## src/rtl/mem_pkg.sv

```systemverilog
// Shared encodings, FSM states and size helper for the memory access controller.
package mem_pkg;

   localparam logic [1:0] SZ_BYTE = 2'b00;
   localparam logic [1:0] SZ_HALF = 2'b01;
   localparam logic [1:0] SZ_WORD = 2'b10;
   localparam logic [1:0] SZ_ILL  = 2'b11;

   typedef enum logic [2:0] {
      IDLE,
      SETUP,
      STROBE,
      WAIT,
      RESP
   } state_t;

   function automatic logic [2:0] size_nbytes(input logic [1:0] size);
      case (size)
         SZ_BYTE: size_nbytes = 3'd1;
         SZ_HALF: size_nbytes = 3'd2;
         default: size_nbytes = 3'd4;
      endcase
   endfunction

endpackage

```

## src/rtl/mem_access_ctrl_if.sv

```systemverilog
// CPU request/response channel plus the RAM rw/mov/moc handshake, seen from both ends.
interface mem_access_ctrl_if;

   logic        req_valid;
   logic        req_ready;
   logic        req_write;
   logic [1:0]  req_size;
   logic        req_signed;
   logic [31:0] req_addr;
   logic [31:0] req_wdata;
   logic        resp_valid;
   logic [31:0] resp_rdata;
   logic        resp_err;
   logic        mem_rw;
   logic        mem_mov;
   logic [31:0] mem_address;
   logic [1:0]  mem_typeData;
   logic [31:0] mem_DataIn;
   logic [31:0] mem_DataOut;
   logic        mem_moc;

   // controller side
   modport slave (
      input  req_valid, req_write, req_size, req_signed, req_addr, req_wdata,
      output req_ready, resp_valid, resp_rdata, resp_err,
      output mem_rw, mem_mov, mem_address, mem_typeData, mem_DataIn,
      input  mem_DataOut, mem_moc
   );

   // CPU datapath and RAM side
   modport master (
      output req_valid, req_write, req_size, req_signed, req_addr, req_wdata,
      input  req_ready, resp_valid, resp_rdata, resp_err,
      input  mem_rw, mem_mov, mem_address, mem_typeData, mem_DataIn,
      output mem_DataOut, mem_moc
   );

endinterface

```

## src/rtl/load_extend.sv

```systemverilog
// Sign/zero extension of right-justified RAM read data to 32 bits.
module load_extend
   import mem_pkg::*;
(
   input  logic [31:0] data,
   input  logic [1:0]  size,
   input  logic        sgn,
   output logic [31:0] ext
);

   logic signed [7:0]  byte_s;
   logic signed [15:0] half_s;

   assign byte_s = data[7:0];
   assign half_s = data[15:0];

   always_comb begin
      ext = data;
      case (size)
         SZ_BYTE: ext = sgn ? 32'(byte_s) : {24'h0, data[7:0]};
         SZ_HALF: ext = sgn ? 32'(half_s) : {16'h0, data[15:0]};
         default: ext = data;
      endcase
   end

endmodule

```

## src/rtl/mem_access_ctrl.sv

```systemverilog
// Validates one CPU load/store at a time and runs the RAM rw/mov/moc handshake
// with a bounded wait, returning extended load data or an error as a one-cycle pulse.
module mem_access_ctrl
   import mem_pkg::*;
#(
   parameter int ADDR_LIMIT  = 256,
   parameter int TIMEOUT     = 15,
   parameter int CHECK_ALIGN = 1
) (
   input  logic             clk,
   input  logic             reset_n,
   mem_access_ctrl_if.slave bus
);

   localparam int CNT_W = $clog2(TIMEOUT + 1);

   state_t             state;
   logic [CNT_W-1:0]   cnt;
   logic               lat_write;
   logic [1:0]         lat_size;
   logic               lat_signed;
   logic [32:0]        end_addr;
   logic               req_bad;
   logic [31:0]        ext_data;

   // The extra bit keeps 0xFFFFFFFF + n from wrapping back into range.
   always_comb begin
      end_addr = {1'b0, bus.req_addr} + 33'(size_nbytes(bus.req_size));
      req_bad  = (bus.req_size == SZ_ILL) || (end_addr > 33'(ADDR_LIMIT));
      if (CHECK_ALIGN != 0) begin
         if ((bus.req_size == SZ_HALF) && bus.req_addr[0])
            req_bad = 1'b1;
         if ((bus.req_size == SZ_WORD) && (bus.req_addr[1:0] != 2'b00))
            req_bad = 1'b1;
      end
   end

   load_extend u_ext (
      .data (bus.mem_DataOut),
      .size (lat_size),
      .sgn  (lat_signed),
      .ext  (ext_data)
   );

   always_ff @(posedge clk or negedge reset_n) begin
      if (!reset_n) begin
         state            <= IDLE;
         cnt              <= '0;
         lat_write        <= 1'b0;
         lat_size         <= SZ_BYTE;
         lat_signed       <= 1'b0;
         bus.req_ready    <= 1'b1;
         bus.resp_valid   <= 1'b0;
         bus.resp_err     <= 1'b0;
         bus.resp_rdata   <= '0;
         bus.mem_rw       <= 1'b1;
         bus.mem_mov      <= 1'b0;
         bus.mem_address  <= '0;
         bus.mem_typeData <= '0;
         bus.mem_DataIn   <= '0;
      end else begin
         case (state)
            IDLE: begin
               if (bus.req_valid) begin
                  bus.req_ready <= 1'b0;
                  lat_write     <= bus.req_write;
                  lat_size      <= bus.req_size;
                  lat_signed    <= bus.req_signed;
                  if (req_bad) begin
                     bus.resp_valid <= 1'b1;
                     bus.resp_err   <= 1'b1;
                     bus.resp_rdata <= '0;
                     state          <= RESP;
                  end else begin
                     // Address, type, direction and data settle a full cycle before mov.
                     bus.mem_address  <= bus.req_addr;
                     bus.mem_typeData <= bus.req_size;
                     bus.mem_rw       <= ~bus.req_write;
                     bus.mem_DataIn   <= bus.req_wdata;
                     state            <= SETUP;
                  end
               end
            end
            SETUP: begin
               bus.mem_mov <= 1'b1;
               state       <= STROBE;
            end
            STROBE: begin
               // moc may still be high from the previous access; do not look at it yet.
               cnt   <= '0;
               state <= WAIT;
            end
            WAIT: begin
               if (bus.mem_moc) begin
                  bus.mem_mov    <= 1'b0;
                  bus.resp_valid <= 1'b1;
                  bus.resp_err   <= 1'b0;
                  bus.resp_rdata <= lat_write ? 32'h0 : ext_data;
                  state          <= RESP;
               end else if (cnt == CNT_W'(TIMEOUT - 1)) begin
                  bus.mem_mov    <= 1'b0;
                  bus.resp_valid <= 1'b1;
                  bus.resp_err   <= 1'b1;
                  bus.resp_rdata <= '0;
                  state          <= RESP;
               end else begin
                  cnt <= cnt + 1'b1;
               end
            end
            RESP: begin
               bus.resp_valid <= 1'b0;
               bus.resp_err   <= 1'b0;
               bus.resp_rdata <= '0;
               bus.mem_rw     <= 1'b1;
               bus.req_ready  <= 1'b1;
               state          <= IDLE;
            end
            default: state <= IDLE;
         endcase
      end
   end

endmodule

```

## src/flat_wrapper.sv

```systemverilog
// flat-port wrapper written by rule: the top's interface ports become plain ports
module mem_access_ctrl_flat import mem_pkg::*;
#(
   parameter int ADDR_LIMIT  = 256,
   parameter int TIMEOUT     = 15,
   parameter int CHECK_ALIGN = 1
)
  (clk, reset_n, bus_req_valid, bus_req_write, bus_req_size, bus_req_signed, bus_req_addr, bus_req_wdata, bus_req_ready, bus_resp_valid, bus_resp_rdata, bus_resp_err, bus_mem_rw, bus_mem_mov, bus_mem_address, bus_mem_typeData, bus_mem_DataIn, bus_mem_DataOut, bus_mem_moc);
  mem_access_ctrl_if bus_i ();
  input  logic clk;
  input  logic reset_n;
  input wire logic [$bits(bus_i.req_valid)-1:0] bus_req_valid;
  input wire logic [$bits(bus_i.req_write)-1:0] bus_req_write;
  input wire logic [$bits(bus_i.req_size)-1:0] bus_req_size;
  input wire logic [$bits(bus_i.req_signed)-1:0] bus_req_signed;
  input wire logic [$bits(bus_i.req_addr)-1:0] bus_req_addr;
  input wire logic [$bits(bus_i.req_wdata)-1:0] bus_req_wdata;
  output wire logic [$bits(bus_i.req_ready)-1:0] bus_req_ready;
  output wire logic [$bits(bus_i.resp_valid)-1:0] bus_resp_valid;
  output wire logic [$bits(bus_i.resp_rdata)-1:0] bus_resp_rdata;
  output wire logic [$bits(bus_i.resp_err)-1:0] bus_resp_err;
  output wire logic [$bits(bus_i.mem_rw)-1:0] bus_mem_rw;
  output wire logic [$bits(bus_i.mem_mov)-1:0] bus_mem_mov;
  output wire logic [$bits(bus_i.mem_address)-1:0] bus_mem_address;
  output wire logic [$bits(bus_i.mem_typeData)-1:0] bus_mem_typeData;
  output wire logic [$bits(bus_i.mem_DataIn)-1:0] bus_mem_DataIn;
  input wire logic [$bits(bus_i.mem_DataOut)-1:0] bus_mem_DataOut;
  input wire logic [$bits(bus_i.mem_moc)-1:0] bus_mem_moc;
  assign bus_i.req_valid = bus_req_valid;
  assign bus_i.req_write = bus_req_write;
  assign bus_i.req_size = bus_req_size;
  assign bus_i.req_signed = bus_req_signed;
  assign bus_i.req_addr = bus_req_addr;
  assign bus_i.req_wdata = bus_req_wdata;
  assign bus_req_ready = bus_i.req_ready;
  assign bus_resp_valid = bus_i.resp_valid;
  assign bus_resp_rdata = bus_i.resp_rdata;
  assign bus_resp_err = bus_i.resp_err;
  assign bus_mem_rw = bus_i.mem_rw;
  assign bus_mem_mov = bus_i.mem_mov;
  assign bus_mem_address = bus_i.mem_address;
  assign bus_mem_typeData = bus_i.mem_typeData;
  assign bus_mem_DataIn = bus_i.mem_DataIn;
  assign bus_i.mem_DataOut = bus_mem_DataOut;
  assign bus_i.mem_moc = bus_mem_moc;
  mem_access_ctrl #(.ADDR_LIMIT(ADDR_LIMIT), .TIMEOUT(TIMEOUT), .CHECK_ALIGN(CHECK_ALIGN)) u_core (.clk(clk), .reset_n(reset_n), .bus(bus_i));
endmodule
```

## config.mk

```make
export PLATFORM = sky130hd
export DESIGN_NAME = mem_access_ctrl_flat
export DESIGN_NICKNAME = d
export VERILOG_FILES = /design/src/rtl/mem_pkg.sv /design/src/rtl/mem_access_ctrl_if.sv /design/src/rtl/load_extend.sv /design/src/rtl/mem_access_ctrl.sv /design/src/flat_wrapper.sv
export SDC_FILE = /design/constraint.sdc
export NUM_CORES = 1
export LEC_CHECK = 0
export ABC_CLOCK_PERIOD_IN_PS = 2300
export CAP_MARGIN = 40
export CORE_MARGIN = 5
export CORE_UTILIZATION = 40
export CTS_CLUSTER_DIAMETER = 60
export CTS_CLUSTER_SIZE = 8
export DETAILED_ROUTE_END_ITERATION = 8
export DONT_BUFFER_PORTS = 1
export PLACE_DENSITY = 0.53
export SYNTH_ARGS = -nofsm -noshare
export SYNTH_HDL_FRONTEND = slang
export SYNTH_SLANG_ARGS = --single-unit
```

## constraint.sdc

```tcl
create_clock -name clk -period 2.3 [get_ports clk]
set_input_delay 0.23 -clock clk [delete_from_list [all_inputs] [get_ports clk]]
set_output_delay 0.23 -clock clk [all_outputs]
set_load 0.02 [all_outputs]
```

==> reports/metrics.cfg, run 1 <==
[detailed_routing]
wirelength_um = 16900
drt_iter0_markers = 242
via_per_inst = 5.78
drc = 0
firstDrtPassIters = 4
via_count = 4910
wire_per_inst_um = 19.9
ant_nets = 0

[place]
place_ws_ns = -0.696
placed_cell_area_um2 = 6510
place.gp.congestion = 0.872
placed_cells = 752
dp_hpwl_um = 11400
portBuffers = 0

[die]
initial_core_util_pct = 40.5
die_w_um = 131
rows = 44
core-area_um2 = 14500
die_y_um = 131
io_pins = 207
dieArea_um2 = 17200

[clock_tree]
clockBufferDepth = 2
htree_levels = 4
numCtsBuffers = 17
cts.clk_slew.worst_paths_ns = 0.05
insertion_delay_ns = 0.40
cts_tree = built
hold_buffers = 53
root_buffer = clkbuf_16
clkSinkCount = 114

[timing]
whs_ns = -0.484
tns_ns = -15.54
finalSetupViolCount = 102
worst_pin_slew_ns = 0.871
fmax_ghz = 0.398
slew_violations = 0
fin_crit_sh_pct = 109
timing.final.crit_period_ns = 2.51
relSlewSlack_pct = 41.5
finalHoldViolations = 114
finalClockSkew_ns = 0.00762
rsz0062_at_grt = yes
fin_ws_ns = -0.213

[min_path]
hold_path.class = in2async

[yosys]
yosysUniqueCellTypes = 63
async_flop_share_pct = 100
synth_nets = 662
syn_inst = 552
yosysSeqAreaShare_pct = 48.7
synth_edf_count = 0
synth_flop_cell = dfrtp_1
synth_area_per_cell_um2 = 10.6
ys_ff_latch = 114
ys_warn_count = 0
netlist_area_um2 = 5860

[global_route]
grt.overflow.total = 0
antenna_found_initial = 0
grt_first_pass_wirelength_um = 26200
grt_use_total_pct = 19.5
grt_pass1_vias = 5027
grt_max_degree = 115

[critical_path]
worstPathRequired_ns = 2.58
end_kind = register
cp-start-kind = primary input
crit_fanout = 27
critical_path_class = in2reg
crit_arrival_ns = 2.80

[pwr]
max-vdd-ir-drop_mv = 0.605
p_leak_nw = 3.49
finalPower_w = 0.00659
powerDensity_nw_per_um2 = 812

[layout]
nFillCells = 1225
diodes = 0
drive_gt1_share_pct = 32.7
final_nets = 763
area_delta_synth_final_pct = 38.4
instances_no_fill = 850
final_cell_area_um2 = 8120

[run_status]
violations = negative hold slack, negative setup slack
status = finished with violations

[flow_run]
drv_cap = 0

[where the power goes]
group | internal, W | switching, W | total [W]
Sequential | 0.00220 | 0.000343 | 0.00254
Clock | 0.00178 | 0.000875 | 0.00266
Combinational | 0.000575 | 0.000814 | 0.00139
Total | 0.00456 | 0.00203 | 0.00659
[worst paths after layout]
| path | start | to | slack [ns] | cells after the start |
|---|---|---|---|---|
| setup / recovery | bus_req_size[0] | u_core.bus.mem_DataIn[4]$_DFFE_PN0P_ | -0.21 | 11 |
| hold / removal | reset_n | u_core.bus.mem_address[9]$_DFFE_PN0P_ | -0.48 | 0 |
| setup reg to reg | u_core.cnt[0]$_DFFE_PN0P_ | u_core.bus.resp_rdata[27]$_DFFE_PN0P_ | 0.29 | 8 |
| hold reg to reg | u_core.lat_signed$_DFFE_PN0P_ | u_core.lat_signed$_DFFE_PN0P_ | 0.53 | 1 |
| max in group asynchronous | reset_n | u_core.bus.mem_rw$_DFFE_PN1P_ | 2.54 | 0 |
| min in group clk | bus_mem_DataOut[22] | u_core.bus.resp_rdata[22]$_DFFE_PN0P_ | 0.03 | 2 |
[cell usage in the layout (no fill, tap or decap), types with 8 or more instances in the layout]
master and n:
inv_1 9, and2_1 13, o221ai_2 14, nor2b_1 18, dfrtp_1 112, dlygate4sd3_1 53, buf_4 51, nand4_1 10
nand3_1 43, mux2_2 41, o21ai_0 19, o21a_1 8, clkbuf_16 17, nor2_1 15, nand2_1 27, and2_4 14
o211ai_1 51
[cells by family (layout without fill, tap and decap cells)]
family                     after synthesis  after routing  share of synthesized area [%]
AOI/OAI and AO/OA                      139            139                           17.4
adders and majority gates                6              6                           1.41
DFF                                    114            114                           48.7
xor gates and xnor gates                 7              7                           1.05
muxes                                   50             50                           9.92
buffers and inverters                   48            162                           3.41
and+or+nand+nor                        188            188                           18.1
[registers in the layout, indices dropped and copies added, names as in the netlist]
register	count
u_core.bus.mem_DataIn	32
u_core.bus.mem_address	32
u_core.bus.mem_mov	1
u_core.bus.mem_rw	1
u_core.bus.mem_typeData	2
u_core.bus.req_ready	1
u_core.bus.resp_err	1
u_core.bus.resp_rdata	32
u_core.bus.resp_valid	1
u_core.cnt	4
u_core.lat_signed	1
u_core.lat_size	2
u_core.lat_write	1
u_core.state	3
[through the flow]
stage,hold WS (ns),util (%)
after floorplan,-0.0656,-
after global placement,-0.0628,44.9
after detailed placement,-0.0628,45.0
after CTS,-0.503,54.8
after global routing,-0.511,56.0
final,-0.484,56.0
[area by class of cell]
class	count	area [µm²]	area share, %
Inverter	9	33.8	0.416
Timing Repair Buffer	121	1200	14.8
Sequential cell	114	2860	35.2
Multi-Input combinational cell	390	3190	39.3
Clock buffer	23	478	5.89
Tap cell	184	230	2.84
Clock inverter	9	129	1.59
[synth_stat cells, types with 6 or more instances]
library cell | instances | area [µm²]
a21oi_1 | 8 | 40.0
and2_1 | 27 | 169
and3_1 | 6 | 37.5
clkbuf_1 | 33 | 124
dfrtp_1 | 112 | 2800
inv_1 | 9 | 33.8
mux2_2 | 41 | 462
mux2_4 | 6 | 90.1
nand2_1 | 29 | 109
nand3_1 | 44 | 220
nand4_1 | 10 | 62.6
nor2_1 | 19 | 71.3
nor2b_1 | 19 | 119
nor3_1 | 7 | 35.0
o211ai_1 | 51 | 383
o21a_1 | 8 | 60.1
o21ai_0 | 20 | 100
o221ai_1 | 16 | 140
or3_1 | 6 | 37.5
[worst max-delay path, stage by stage]
cell and delay (ns):
nor2b_4 0.12, ha_4 0.27, nand3_4 0.07, a211o_4 0.36
or4_4 0.43, a211oi_2 0.17, nor2_2 0.10, nor4_4 0.35
nand3_4 0.15, buf_12 0.20, mux2_4 0.31
[metal layers]
| metal | routed length, µm | track usage [%] | part of all wire (%) |
|---|---|---|---|
| met2 | 8510 | 32.7 | 50 |
| met3 | 1550 | 7.90 | 9.2 |
| met5 | 0 | 0 | 0 |
| met4 | 274 | 6.05 | 1.6 |
| met1 | 6570 | 22.8 | 39 |
[timing repair]
action,CTS,global route
hold endpoints to repair,170,114
pin swaps,35,18
setup endpoints to repair,101,103
cloned,3,0
resized for setup,38,29
setup buffers,4,6
Note: power is estimated with default switching activity, not from simulation.
==> run 2: changes to the inputs <==
Settings changed: GPL_TIMING_DRIVEN set to 0.
==> reports/metrics.cfg, run 2 (synthesis results as in run 1) <==
[run_status]
status = finished with violations
violations = negative hold slack, negative setup slack

[critical_path]
critical_path_class = in2reg
crit_chain = buf_6 -> ha_4 -> nand3_4 -> a211o_4 -> or4_4 -> a211oi_2 -> nor2_2 -> nor4_4 -> nand3_4 -> buf_8 -> clkbuf_16 -> mux2_4
end_kind = register
rr_startpoint = u_core.cnt[0]$_DFFE_PN0P_
crit_fanout = 8
crit_arrival_ns = 2.95
crit_start = bus_req_size[1]
rr_endpoint = u_core.bus.resp_rdata[30]$_DFFE_PN0P_
cp_slowest_cell = or4_4
worstPathRequired_ns = 2.59
critPathBufInv = 3
worstRegToRegCells = 9
r2r_setup_slack_ns = -0.04
critPathTopFamily = simple AND/OR/NAND/NOR gates
max_stage_delay_ns = 0.43
crit_path_frequent_cell = nand3_4
cp-start-kind = primary input

[place]
place_ws_ns = -1.01
portBuffers = 0
place.gp.congestion = 0.880
placed_cell_area_um2 = 6210
dp_hpwl_um = 11900

[die]
dieArea_um2 = 17200
io_pins = 207
initial_core_util_pct = 40.5
rows = 44
core-area_um2 = 14500
die_y_um = 131
die_w_um = 131

[flow_run]
drv_cap = 0

[clock_tree]
htree_levels = 4
hold_buffers = 53
clkSinkCount = 114
cts.clk_slew.worst_paths_ns = 0.05
root_buffer = clkbuf_16
cts_tree = built
insertion_delay_ns = 0.41
clockBufferDepth = 2
numCtsBuffers = 17

[timing]
finalHoldViolations = 114
relSlewSlack_pct = 46.8
fin_ws_ns = -0.356
slew_violations = 0
finalSetupViolCount = 103
whs_ns = -0.483
worst_pin_slew_ns = 0.799
finalClockSkew_ns = 0.00817
fin_crit_sh_pct = 115
rsz0062_at_grt = yes
fmax_ghz = 0.376
timing.final.crit_period_ns = 2.66

[detailed_routing]
wire_per_inst_um = 21.2
drt_iter0_markers = 225
via_per_inst = 5.85
firstDrtPassIters = 4
ant_nets = 0
via_count = 4972
drc = 0
wirelength_um = 18000

[global_route]
grt_use_total_pct = 20.6
antenna_found_initial = 0
grt_pass1_vias = 5061
grt.overflow.total = 0
grt_first_pass_wirelength_um = 27300
grt_max_degree = 115

[layout]
final_nets = 766
area_delta_synth_final_pct = 37.0
regArea_um2 = 2860
diodes = 0
drive_gt1_share_pct = 27.5
nFillCells = 1240
mostFrequentLayoutCells = dfrtp_1 (112), dlygate4sd3_1 (53), o211ai_1 (51), nand3_1 (43), mux2_2 (41)
final_common_cell = dfrtp_1
final_cell_area_um2 = 8030
multi_input_area_um2 = 3160
top_regs = u_core.bus.mem_DataIn: 32 flops, u_core.bus.mem_address: 32 flops, u_core.bus.resp_rdata: 32 flops

[min_path]
hold_path.class = in2async

[pwr]
p_leak_nw = 3.44
max-vdd-ir-drop_mv = 0.597
powerDensity_nw_per_um2 = 828

run 2: cell types whose count changed in the layout (fill, tap and decap cells not counted), moves of 6 or more:
cell / before / now
buf_12: 6 / 0
buf_4: 51 / 20
and2_4: 14 / 6
clkbuf_1: 3 / 21
and2_1: 13 / 21
clkbuf_2: 0 / 7
buf_8: 2 / 9
run 2: how the worst max path moves through the flow:
stage | end | slack, ns | depth (start not counted)
6_report | u_core.bus.mem_DataIn[2]$_DFFE_PN0P_ | -0.36 | 12
5_1_grt | u_core.bus.mem_DataIn[2]$_DFFE_PN0P_ | -0.45 | 12
4_1_cts | u_core.bus.mem_DataIn[0]$_DFFE_PN0P_ | -0.35 | 12
3_5_place_dp | u_core.bus.mem_DataIn[0]$_DFFE_PN0P_ | -1.01 | 12
3_3_place_gp | u_core.bus.mem_DataIn[3]$_DFFE_PN0P_ | -0.97 | 12
2_1_floorplan | u_core.bus.mem_DataIn[0]$_DFFE_PN0P_ | -0.59 | 13
run 2: cell type report:
| cell class | instances | share of cell area (%) |
|---|---|---|
| plain buffers | 39 | 3.41 |
| multi-input cells | 391 | 39.3 |
| repair buffers | 84 | 10.9 |
| clock inverters | 10 | 2.01 |
| well taps | 184 | 2.87 |
| clock buffers | 19 | 5.51 |
| flip-flops and latches | 114 | 35.5 |
| inverters | 9 | 0.420 |
run 2: routing by layer:
layer / GRT usage [%] / wire length [µm] / vias to the layer above
met5: 0 / 0 / -
met2: 34.0 / 9000 / 197
met1: 24.6 / 6980 / 2457
met4: 7.44 / 403 / 0
li1: - / - / 2285
met3: 7.90 / 1630 / 33
run 2: worst register-to-register path, delay by kind of cell, from the launching register on:
| kind | cells | cell delay (ns) |
|---|---|---|
| adders and majority gates | 1 | 0.24 |
| AOI/OAI and AO/OA | 2 | 0.67 |
| buffers and inverters | 3 | 0.57 |
| DFF | 1 | 0.39 |
| and+or+nand+nor | 3 | 0.38 |
run 2: what timing repair did:
item                                    in CTS  in global routing
cloned                                       5                  4
setup buffers                               21                  4
pin swaps                                   13                 19
endpoints found under the setup margin     102                103
endpoints found under the hold margin      170                114
resized for setup                           61                 25
run 2: power breakdown:
part / internal (W) / switching [W]
logic: 0.000530 / 0.000863
clock network: 0.00182 / 0.000908
registers: 0.00220 / 0.000331
total: 0.00455 / 0.00210
run 2: per-stage QoR:
stage	hold WS, ns	setup TNS [ns]	std cells	power [W]	utilization (%)
detailed placement	-0.0625	-92.66	736	0.00376	42.9
global placement	-0.0628	-87.85	736	0.00373	42.9
floorplan	-0.0656	-45.96	552	0.00341	-
global route	-0.511	-35.66	850	0.00698	55.5
CTS	-0.505	-25.09	844	0.00664	54.0
finish	-0.483	-26.10	850	0.00665	55.5
==> run 3: changes to the inputs <==
Settings changed: GPL_TIMING_DRIVEN 0 to not set.
==> results of run 3 <==
Same layout as run 1: the final DEF is identical, and so are final timing and power.
